`config.mk`:
```
export PLATFORM = sky130hd
export DESIGN_NAME = fetch_redirect_ctrl
export DESIGN_NICKNAME = d
export VERILOG_FILES = /design/src/rtl/fetch_redirect_ctrl.sv
export SDC_FILE = /design/constraint.sdc
export NUM_CORES = 1
export LEC_CHECK = 0
export ABC_AREA = 1
export CAP_MARGIN = 20
export CORE_UTILIZATION = 47
export CTS_CLUSTER_DIAMETER = 80
export DETAILED_ROUTE_END_ITERATION = 12
export PLACE_DENSITY = 0.82
export SYNTH_ARGS = -nofsm -noshare
export SYNTH_HDL_FRONTEND = slang
export SYNTH_SLANG_ARGS = --single-unit
```
`constraint.sdc`:
```
create_clock -name clk -period 3.4 [get_ports clk]
set_input_delay 0.68 -clock clk [delete_from_list [all_inputs] [get_ports clk]]
set_output_delay 0.68 -clock clk [all_outputs]
set_load 0.05 [all_outputs]
```
`src/rtl/fetch_redirect_ctrl.sv`:
```
// Fetch PC sequencing: arbitrates trap/EX/ID redirects against hazards and
// instruction-memory back-pressure, and drives PC control plus pipeline flushes.
module fetch_redirect_ctrl #(
  parameter logic [31:0] RESET_VECTOR = 32'h0000_0000
) (
  input  logic        clk,
  input  logic        reset,
  input  logic        trap_valid,
  input  logic [31:0] trap_target,
  input  logic        ex_redirect_valid,
  input  logic [31:0] ex_redirect_target,
  input  logic        id_jump_valid,
  input  logic [31:0] id_jump_target,
  input  logic        hazard_stall,
  input  logic        imem_ready,
  output logic        pc_stall,
  output logic        pc_jump_enable,
  output logic [31:0] pc_jump_address,
  output logic        flush_if,
  output logic        flush_id,
  output logic        flush_ex,
  output logic [15:0] redirect_count
);

  typedef enum logic {RUN, HOLD} state_t;
  // Encoding order doubles as priority: a larger value wins.
  typedef enum logic [1:0] {
    SRC_NONE = 2'd0,
    SRC_ID   = 2'd1,
    SRC_EX   = 2'd2,
    SRC_TRAP = 2'd3
  } src_t;

  state_t      state;
  src_t        pending_src;
  logic        pending_valid;
  logic [31:0] pending_target;

  src_t        sel_src;
  logic [31:0] sel_target;
  logic        sel_valid;
  logic        take_new;
  logic [31:0] eff_target;
  logic [2:0]  flush_vec;

  function automatic logic [2:0] flush_of(input src_t s);
    case (s)
      SRC_TRAP: flush_of = 3'b111;
      SRC_EX:   flush_of = 3'b110;
      SRC_ID:   flush_of = 3'b100;
      default:  flush_of = 3'b000;
    endcase
  endfunction

  always_comb begin
    sel_src    = SRC_NONE;
    sel_target = '0;
    if (trap_valid) begin
      sel_src    = SRC_TRAP;
      sel_target = trap_target;
    end else if (ex_redirect_valid) begin
      sel_src    = SRC_EX;
      sel_target = ex_redirect_target;
    end else if (id_jump_valid && !hazard_stall) begin
      sel_src    = SRC_ID;
      sel_target = id_jump_target;
    end
  end

  assign sel_valid  = (sel_src != SRC_NONE);
  // In HOLD an incoming request only displaces the pending one at equal or higher priority.
  assign take_new   = sel_valid &&
                      ((state == RUN) || !pending_valid || (sel_src >= pending_src));
  assign eff_target = take_new ? sel_target : pending_target;

  always_comb begin
    pc_stall        = 1'b0;
    pc_jump_enable  = 1'b0;
    pc_jump_address = eff_target;
    flush_vec       = 3'b000;
    if (reset) begin
      pc_jump_enable  = 1'b1;
      pc_jump_address = RESET_VECTOR;
      flush_vec       = 3'b111;
    end else begin
      case (state)
        RUN: begin
          if (sel_valid) begin
            flush_vec = flush_of(sel_src);
            if (imem_ready) pc_jump_enable = 1'b1;
            else            pc_stall       = 1'b1;
          end else begin
            pc_stall = hazard_stall | ~imem_ready;
          end
        end
        HOLD: begin
          if (take_new) flush_vec = flush_of(sel_src);
          if (imem_ready) pc_jump_enable = 1'b1;
          else            pc_stall       = 1'b1;
        end
        default: ;
      endcase
    end
  end

  assign flush_if = flush_vec[2];
  assign flush_id = flush_vec[1];
  assign flush_ex = flush_vec[0];

  always_ff @(posedge clk) begin
    if (reset) begin
      state          <= RUN;
      pending_valid  <= 1'b0;
      pending_target <= '0;
      pending_src    <= SRC_NONE;
      redirect_count <= '0;
    end else begin
      case (state)
        RUN: begin
          if (sel_valid) begin
            if (imem_ready) begin
              redirect_count <= redirect_count + 16'd1;
            end else begin
              pending_target <= sel_target;
              pending_src    <= sel_src;
              pending_valid  <= 1'b1;
              state          <= HOLD;
            end
          end
        end
        HOLD: begin
          if (take_new) begin
            pending_target <= sel_target;
            pending_src    <= sel_src;
          end
          if (imem_ready) begin
            redirect_count <= redirect_count + 16'd1;
            pending_valid  <= 1'b0;
            pending_src    <= SRC_NONE;
            state          <= RUN;
          end
        end
        default: state <= RUN;
      endcase
    end
  end

endmodule

```
==> results of run 1 <==
==> per-layer routing <==
metal  wire length (um)  up-vias  global-route usage, %  share of wire, %
met1               6080     2702                   34.2                38
met3               1230       39                   6.52               7.7
li1                   -     2830                      -                 -
met5                  0        -                      0                 0
met2               8100      260                   58.5                51
met4                482        0                   13.7               3.0
==> power breakdown <==
group	switching, mW	internal [mW]	leakage [nW]
Combinational	0.574	0.460	2.68
Sequential	0.0263	0.655	0.429
Clock	0.239	0.151	0.0452
==> worst max path at each step <==
stage,slack (ns),from,endpoint,cells after the start
after floorplan,-0.29,id_jump_valid,flush_ex,14
after global placement,-0.22,hazard_stall,pc_jump_address[19],16
after detailed placement,-0.33,hazard_stall,pc_jump_address[10],16
after CTS,-0.007,id_jump_valid,pc_jump_address[10],17
after global routing,-0.009,hazard_stall,pc_jump_address[28],16
final,0.1,hazard_stall,pc_jump_address[11],16
==> metrics by stage <==
stage / util, % / instance area (um^2) / cells / setup slack (ns)
floorplan: - / 4660 / 793 / -0.294
global placement: 72.7 / 6790 / 1071 / -0.218
detailed placement: 72.7 / 6790 / 1071 / -0.327
CTS: 74.4 / 6940 / 1079 / -0.00714
global route: 75.6 / 7050 / 1085 / -0.00881
finish: 75.6 / 7050 / 1085 / 0.0984
==> cell type report <==
| cell class | count | area share (%) |
|---|---|---|
| Multi-Input combinational cell | 605 | 43.4 |
| Clock buffer | 5 | 0.976 |
| Timing Repair inverter | 1 | 0.124 |
| Antenna cell | 2 | 0.0710 |
| Clock inverter | 3 | 0.355 |
| Timing Repair Buffer | 199 | 33.0 |
| Inverter | 89 | 5.02 |
| Tap cell | 129 | 2.29 |
| Sequential cell | 52 | 14.8 |
==> sequential cells by signal (all words and copies together) (netlist names) <==
| register | flops |
|---|---|
| redirect_count | 16 |
| state | 1 |
| pending_target | 32 |
| pending_src | 2 |
| pending_valid | 1 |
==> tightest hold or removal path, stage by stage, from the launching register on <==
cell and delay, ns:
sky130_fd_sc_hd__dfxtp_1 0.37, sky130_fd_sc_hd__inv_1 0.07, sky130_fd_sc_hd__a21oi_1 0.05
==> cell families (layout without fill, tap and decap cells) <==
family / count (synthesis) / after routing
compound gates: 120 / 120
buf+inv: 136 / 297
xor+xnor: 3 / 3
flops: 52 / 52
simple gates: 477 / 477
other cells: 0 / 2
fa+ha+maj: 5 / 5
==> cells in the final DEF, fill, tap and decap left out, types with 32 or more instances in the layout <==
| master | instances |
|---|---|
| sky130_fd_sc_hd__nand2_1 | 232 |
| sky130_fd_sc_hd__clkdlybuf4s50_1 | 113 |
| sky130_fd_sc_hd__nand3_1 | 106 |
| sky130_fd_sc_hd__inv_1 | 54 |
| sky130_fd_sc_hd__dfxtp_1 | 52 |
| sky130_fd_sc_hd__a21oi_1 | 50 |
| sky130_fd_sc_hd__buf_12 | 40 |
| sky130_fd_sc_hd__buf_4 | 39 |
| sky130_fd_sc_hd__nor2_2 | 32 |
| sky130_fd_sc_hd__or2_2 | 32 |
| sky130_fd_sc_hd__o21ai_1 | 32 |
==> timing repair <==
action	in CTS	in global routing
resized for setup	18	13
buffers inserted	0	1
pin swaps	3	1
setup endpoints to repair	32	34
cloned	0	3
==> results.sh, run 1 <==
export IMPL_slew_headroom_pct=50.7
export IMPL_synth_top_family_by_area="simple AND/OR/NAND/NOR gates"
export IMPL_layout_cells_sized_above_1_pct=27.0
export IMPL_postSynthNetCount=901
export IMPL_hpwl_um=11000
export IMPL_worstHoldPathType="reg -> reg"
export IMPL_worstPathMaxFanout=9
export IMPL_core_region_area_um2=9330
export IMPL_gp_congestion=0.915
export IMPL_ctsHoldBuffers=0
export IMPL_first_iter_violations=352
export IMPL_synthDominantAreaCellType="sky130_fd_sc_hd__dfxtp_1"
export IMPL_cells_traversed_along_the_worst_timing_path="dlygate4sd2_1, nor2_4, nand2_2, nand2_2, inv_1, ha_1, inv_1, nand2_1, nand2_1, nand2_2, nand2_8, clkbuf_16, nand2_1, nand2_1, nor2_2, buf_12"
export IMPL_period_share_pct=97.1
export IMPL_status="complete, no violations"
export IMPL_timing_max_cap_violations=0
export IMPL_grt_pass1_vias=5725
export IMPL_initial_utilization_pct=49.2
export IMPL_area_sequential_um2=1040
export IMPL_regToRegEndpoint="pending_target[7]"
export IMPL_remaining_drc_errors=0
export IMPL_grt_max_degree=44
export IMPL_critPathArrivalTime_ns=2.62
export IMPL_cp_required_ns=2.72
export IMPL_total_leakage_power_nw=3.15
export IMPL_ant_nets=0
export IMPL_yosysMostFrequentCell="sky130_fd_sc_hd__nand2_1"
export IMPL_slowest_cell_on_crit_path="sky130_fd_sc_hd__dlygate4sd2_1"
export IMPL_synth_async_reset_ratio_pct=0
export IMPL_muxShareOfSynthArea_pct=0
export IMPL_clock_skews_ns=0.00808
export IMPL_achievable_frequency_ghz=0.303
export IMPL_synth_sequential_area_ratio_pct=22.7
export IMPL_die_width_um=101
export IMPL_detail_route_wirelength_um=15900
export IMPL_synth_top_area_share_pct=22.7
export IMPL_h_tree_depth=2
export IMPL_synth_flop_cell="sky130_fd_sc_hd__dfxtp_1"
export IMPL_routed_via_count=5831
export IMPL_reg2reg_setup_slack_ns=1.06
export IMPL_yosys_reg_bits=52
export IMPL_final_hold_violating_endpoints=0
export IMPL_pin_count=156
export IMPL_netlist_area_um2=4590
export IMPL_synth_xor_area_share_pct=0.573
export IMPL_netlist_top_cells_count="241 x sky130_fd_sc_hd__nand2_1, 106 x sky130_fd_sc_hd__nand3_1, 63 x sky130_fd_sc_hd__nor2_1"
export IMPL_fin_hold_ws_ns=0.515
export IMPL_area_growth_synth_to_final_pct=53.7
export IMPL_grt_antenna_before_repair=2
export IMPL_report_final_slew_viol_count=0
export IMPL_numnets_final=1061
export IMPL_crit_path_end_kind="output port"
export IMPL_most_area_consuming_cells_after_synthesis="sky130_fd_sc_hd__dfxtp_1 23%, sky130_fd_sc_hd__nand2_1 20%, sky130_fd_sc_hd__nand3_1 12%"
export IMPL_tritoncts_num_buffers=5
export IMPL_std_cell_rows=35
export IMPL_synth_simple_area_share_pct=46.3
export IMPL_synth_compound_area_share_pct=15.6
export IMPL_min_to="redirect_count[4]"
export IMPL_synth_edff_count=0
export IMPL_finalSetupTns_ns=0
export IMPL_vdd_ir_drop_worst_uv=191
export IMPL_number_of_library_cell_types_mapped_by_synthesis=29
export IMPL_min_delay_start="redirect_count[4]"
export IMPL_synth_cells=793
export IMPL_critPathMaxStageDelay_ns=0.28
export IMPL_clk_path_buf_depth=2
export IMPL_cp_num_buf_inv=5
export IMPL_routed_via_density=5.37
export IMPL_drt_wirelength_per_cell_um=14.6
export IMPL_clock_pin_transition_on_the_worst_setup_and_hold_timing_paths_ns=0.11
export IMPL_grt_overflow_total=0
export IMPL_fillCellCount=727
export IMPL_die_height_um=101
export IMPL_whs_path_depth=2
export IMPL_tritoncts="done"
export IMPL_yosys_warnings=0
export IMPL_report_power_total_mw=2.11
export IMPL_setup_viol=0
export IMPL_globalRouteTotalUtil_pct=31.4
export IMPL_start_kind="input pin"
export IMPL_worst_r2r_cell_count=10
export IMPL_buffer_ports_inserted=155
export IMPL_multi_input_area_um2=3060
export IMPL_grt_pass1_wl_um=25600
export IMPL_firstDrtPassIters=7
export IMPL_cellPowerDensity_nw_per_um2=299
export IMPL_tightest_slew_ns=0.739
export IMPL_worst_path_most_repeated_cell="sky130_fd_sc_hd__nand2_1"
export IMPL_avgSynthCellArea_um2=5.79
export IMPL_synth_adder_area_share_pct=1.36
export IMPL_cts_sinks=52
export IMPL_worstSetupPathType="in -> out"
export IMPL_fin_crit_ns=3.30
export IMPL_worst_skew_pair_late_latency_ns=0.32
export IMPL_design_die_area_um2=10200
export IMPL_clock_tree_root_cell="sky130_fd_sc_hd__clkbuf_8"
export IMPL_regToRegStartpoint="state"
export IMPL_critical_path_top_delay_family="simple AND/OR/NAND/NOR gates"
Note: power is estimated with default switching activity, not from simulation.
==> inputs of run 2 (changes only) <==
--- a/config.mk
+++ b/config.mk
@@ -11,6 +11,7 @@
 export CTS_CLUSTER_DIAMETER = 80
 export DETAILED_ROUTE_END_ITERATION = 12
 export PLACE_DENSITY = 0.82
+export REMOVE_ABC_BUFFERS = 1
 export SYNTH_ARGS = -nofsm -noshare
 export SYNTH_HDL_FRONTEND = slang
 export SYNTH_SLANG_ARGS = --single-unit
==> run 2 against run 1 <==
Against the previous run:
- cell count shrank 1.6%
- worst hold slack lost 0.021 ns
- via count shrank 5.7%
==> results.sh, run 2 (synthesized netlist as in run 1, its figures left out) <==
export IMPL_ctsHoldBuffers=0
export IMPL_die_width_um=101
export IMPL_largest_registers="pending_target: 32 flops, redirect_count: 16 flops, pending_src: 2 flops"
export IMPL_setup_viol=0
export IMPL_numnets_final=1045
export IMPL_grt_pass1_wl_um=23500
export IMPL_clock_skews_ns=0.0105
export IMPL_status="complete, no violations"
export IMPL_design_die_area_um2=10200
export IMPL_timing_final_ws_setup_ns=0.284
export IMPL_period_share_pct=91.7
export IMPL_final_hold_violating_endpoints=0
export IMPL_firstDrtPassIters=4
export IMPL_routed_via_density=5.15
export IMPL_timing_max_cap_violations=0
export IMPL_area_growth_synth_to_final_pct=52.8
export IMPL_worstSetupPathType="in -> out"
export IMPL_fin_hold_ws_ns=0.494
export IMPL_clk_path_buf_depth=2
export IMPL_achievable_frequency_ghz=0.321
export IMPL_clock_tree_root_cell="sky130_fd_sc_hd__clkbuf_8"
export IMPL_hpwl_um=10200
export IMPL_setup_repair_after_global_routing_missed_its_margin="no"
export IMPL_first_iter_violations=298
export IMPL_clock_pin_transition_on_the_worst_setup_and_hold_timing_paths_ns=0.10
export IMPL_core_region_area_um2=9330
export IMPL_h_tree_depth=2
export IMPL_largest_register="pending_target"
export IMPL_routed_via_count=5498
export IMPL_remaining_drc_errors=0
export IMPL_layout_cells_most_common="sky130_fd_sc_hd__nand2_1"
export IMPL_cts_sinks=52
export IMPL_drt_wirelength_per_cell_um=14.1
export IMPL_grt_max_degree=38
export IMPL_std_cell_rows=35
export IMPL_tightest_slew_ns=0.796
export IMPL_slew_headroom_pct=46.9
export IMPL_buffer_ports_inserted=155
export IMPL_ant_nets=0
export IMPL_fin_crit_ns=3.12
export IMPL_worstPathMaxFanout=6
export IMPL_report_final_slew_viol_count=0
export IMPL_cp_required_ns=2.72
export IMPL_start_kind="input pin"
export IMPL_tritoncts="done"
export IMPL_vdd_ir_drop_worst_uv=189
export IMPL_critPathArrivalTime_ns=2.44
export IMPL_initial_utilization_pct=49.2
export IMPL_crit_path_end_kind="output port"
export IMPL_cellPowerDensity_nw_per_um2=304
export IMPL_worstHoldPathType="reg -> reg"
export IMPL_gp_congestion=0.859
export IMPL_worst_skew_pair_late_latency_ns=0.31
export IMPL_whs_path_depth=2
export IMPL_globalRouteTotalUtil_pct=29.0
export IMPL_total_leakage_power_nw=3.11
export IMPL_pin_count=156
export IMPL_detail_route_wirelength_um=15100
export IMPL_mostFrequentLayoutCells="221 x sky130_fd_sc_hd__nand2_1, 113 x sky130_fd_sc_hd__clkdlybuf4s50_1, 106 x sky130_fd_sc_hd__nand3_1, 54 x sky130_fd_sc_hd__inv_1, 52 x sky130_fd_sc_hd__dfxtp_1"
export IMPL_detailedPlace_worstSlack_ns=-0.0216
export IMPL_layout_cells_sized_above_1_pct=26.9
export IMPL_die_height_um=101
export IMPL_worst_r2r_cell_count=8
export IMPL_tritoncts_num_buffers=5
export IMPL_number_of_flip_flops_under_the_largest_register_name=32
export IMPL_grt_overflow_total=0
export IMPL_grt_antenna_before_repair=0
export IMPL_grt_pass1_vias=4982
## run 2: where the power goes
group	switching [mW]	internal [mW]
Clock	0.213	0.219
Combinational	0.568	0.448
Sequential	0.0292	0.655
## run 2: metal layers
layer / vias up / track usage, % / wire length (um)
met4: 0 / 8.92 / 276
met3: 22 / 7.91 / 1170
met2: 198 / 51.8 / 7570
li1: 2792 / - / -
met1: 2486 / 33.7 / 6080
met5: - / 0 / 0
## run 2: per-stage QoR
stage                     setup TNS [ns]  power (mW)  cell area [um^2]  utilization, %  std cells
final                                  0        2.13              7010            75.2       1068
after global routing                   0        2.24              7010            75.1       1067
after CTS                              0        2.08              6770            72.6       1062
after detailed placement         -0.0577        1.64              6610            70.8       1054
after global placement          -0.00624        1.63              6610            70.8       1054
after floorplan                   -12.91        1.20              4310               -        746
## run 2: worst paths after layout
path / from / end / slack, ns
max reg2reg: state / pending_target[30] / 0.83
min reg2reg: pending_src[1] / pending_src[1] / 0.49
min: pending_src[1] / pending_src[1] / 0.49
max: hazard_stall / pc_jump_address[12] / 0.28
## run 2: critical path: stages
cell,delay (ns)
sky130_fd_sc_hd__dlymetal6s2s_1,0.17
sky130_fd_sc_hd__nor2_4,0.11
sky130_fd_sc_hd__nand2_1,0.06
sky130_fd_sc_hd__nand2_1,0.07
sky130_fd_sc_hd__inv_1,0.04
sky130_fd_sc_hd__ha_1,0.26
sky130_fd_sc_hd__inv_1,0.05
sky130_fd_sc_hd__nand2_1,0.04
sky130_fd_sc_hd__nand2_1,0.06
sky130_fd_sc_hd__nand2_2,0.07
sky130_fd_sc_hd__nand2_4,0.13
sky130_fd_sc_hd__inv_8,0.07
sky130_fd_sc_hd__clkbuf_16,0.16
sky130_fd_sc_hd__nand2_1,0.09
sky130_fd_sc_hd__nand2_1,0.07
sky130_fd_sc_hd__nor2_2,0.13
sky130_fd_sc_hd__buf_12,0.16
## run 2: area by class of cell
cell class              count  area, um^2
diodes                      1        2.50
fillers                   727        2320
clock buffers               6        72.6
well taps                 129         161
flip-flops and latches     52        1040
multi-input cells         605        3100
repair buffers            184        2250
inverters                  89         349
clock inverters             2        35.0
## run 2: repair_timing
action	in CTS	in global routing
setup endpoints to repair	23	33
gates resized for setup	23	48
buffers inserted	0	1
pin swaps	0	16
gates cloned	0	4
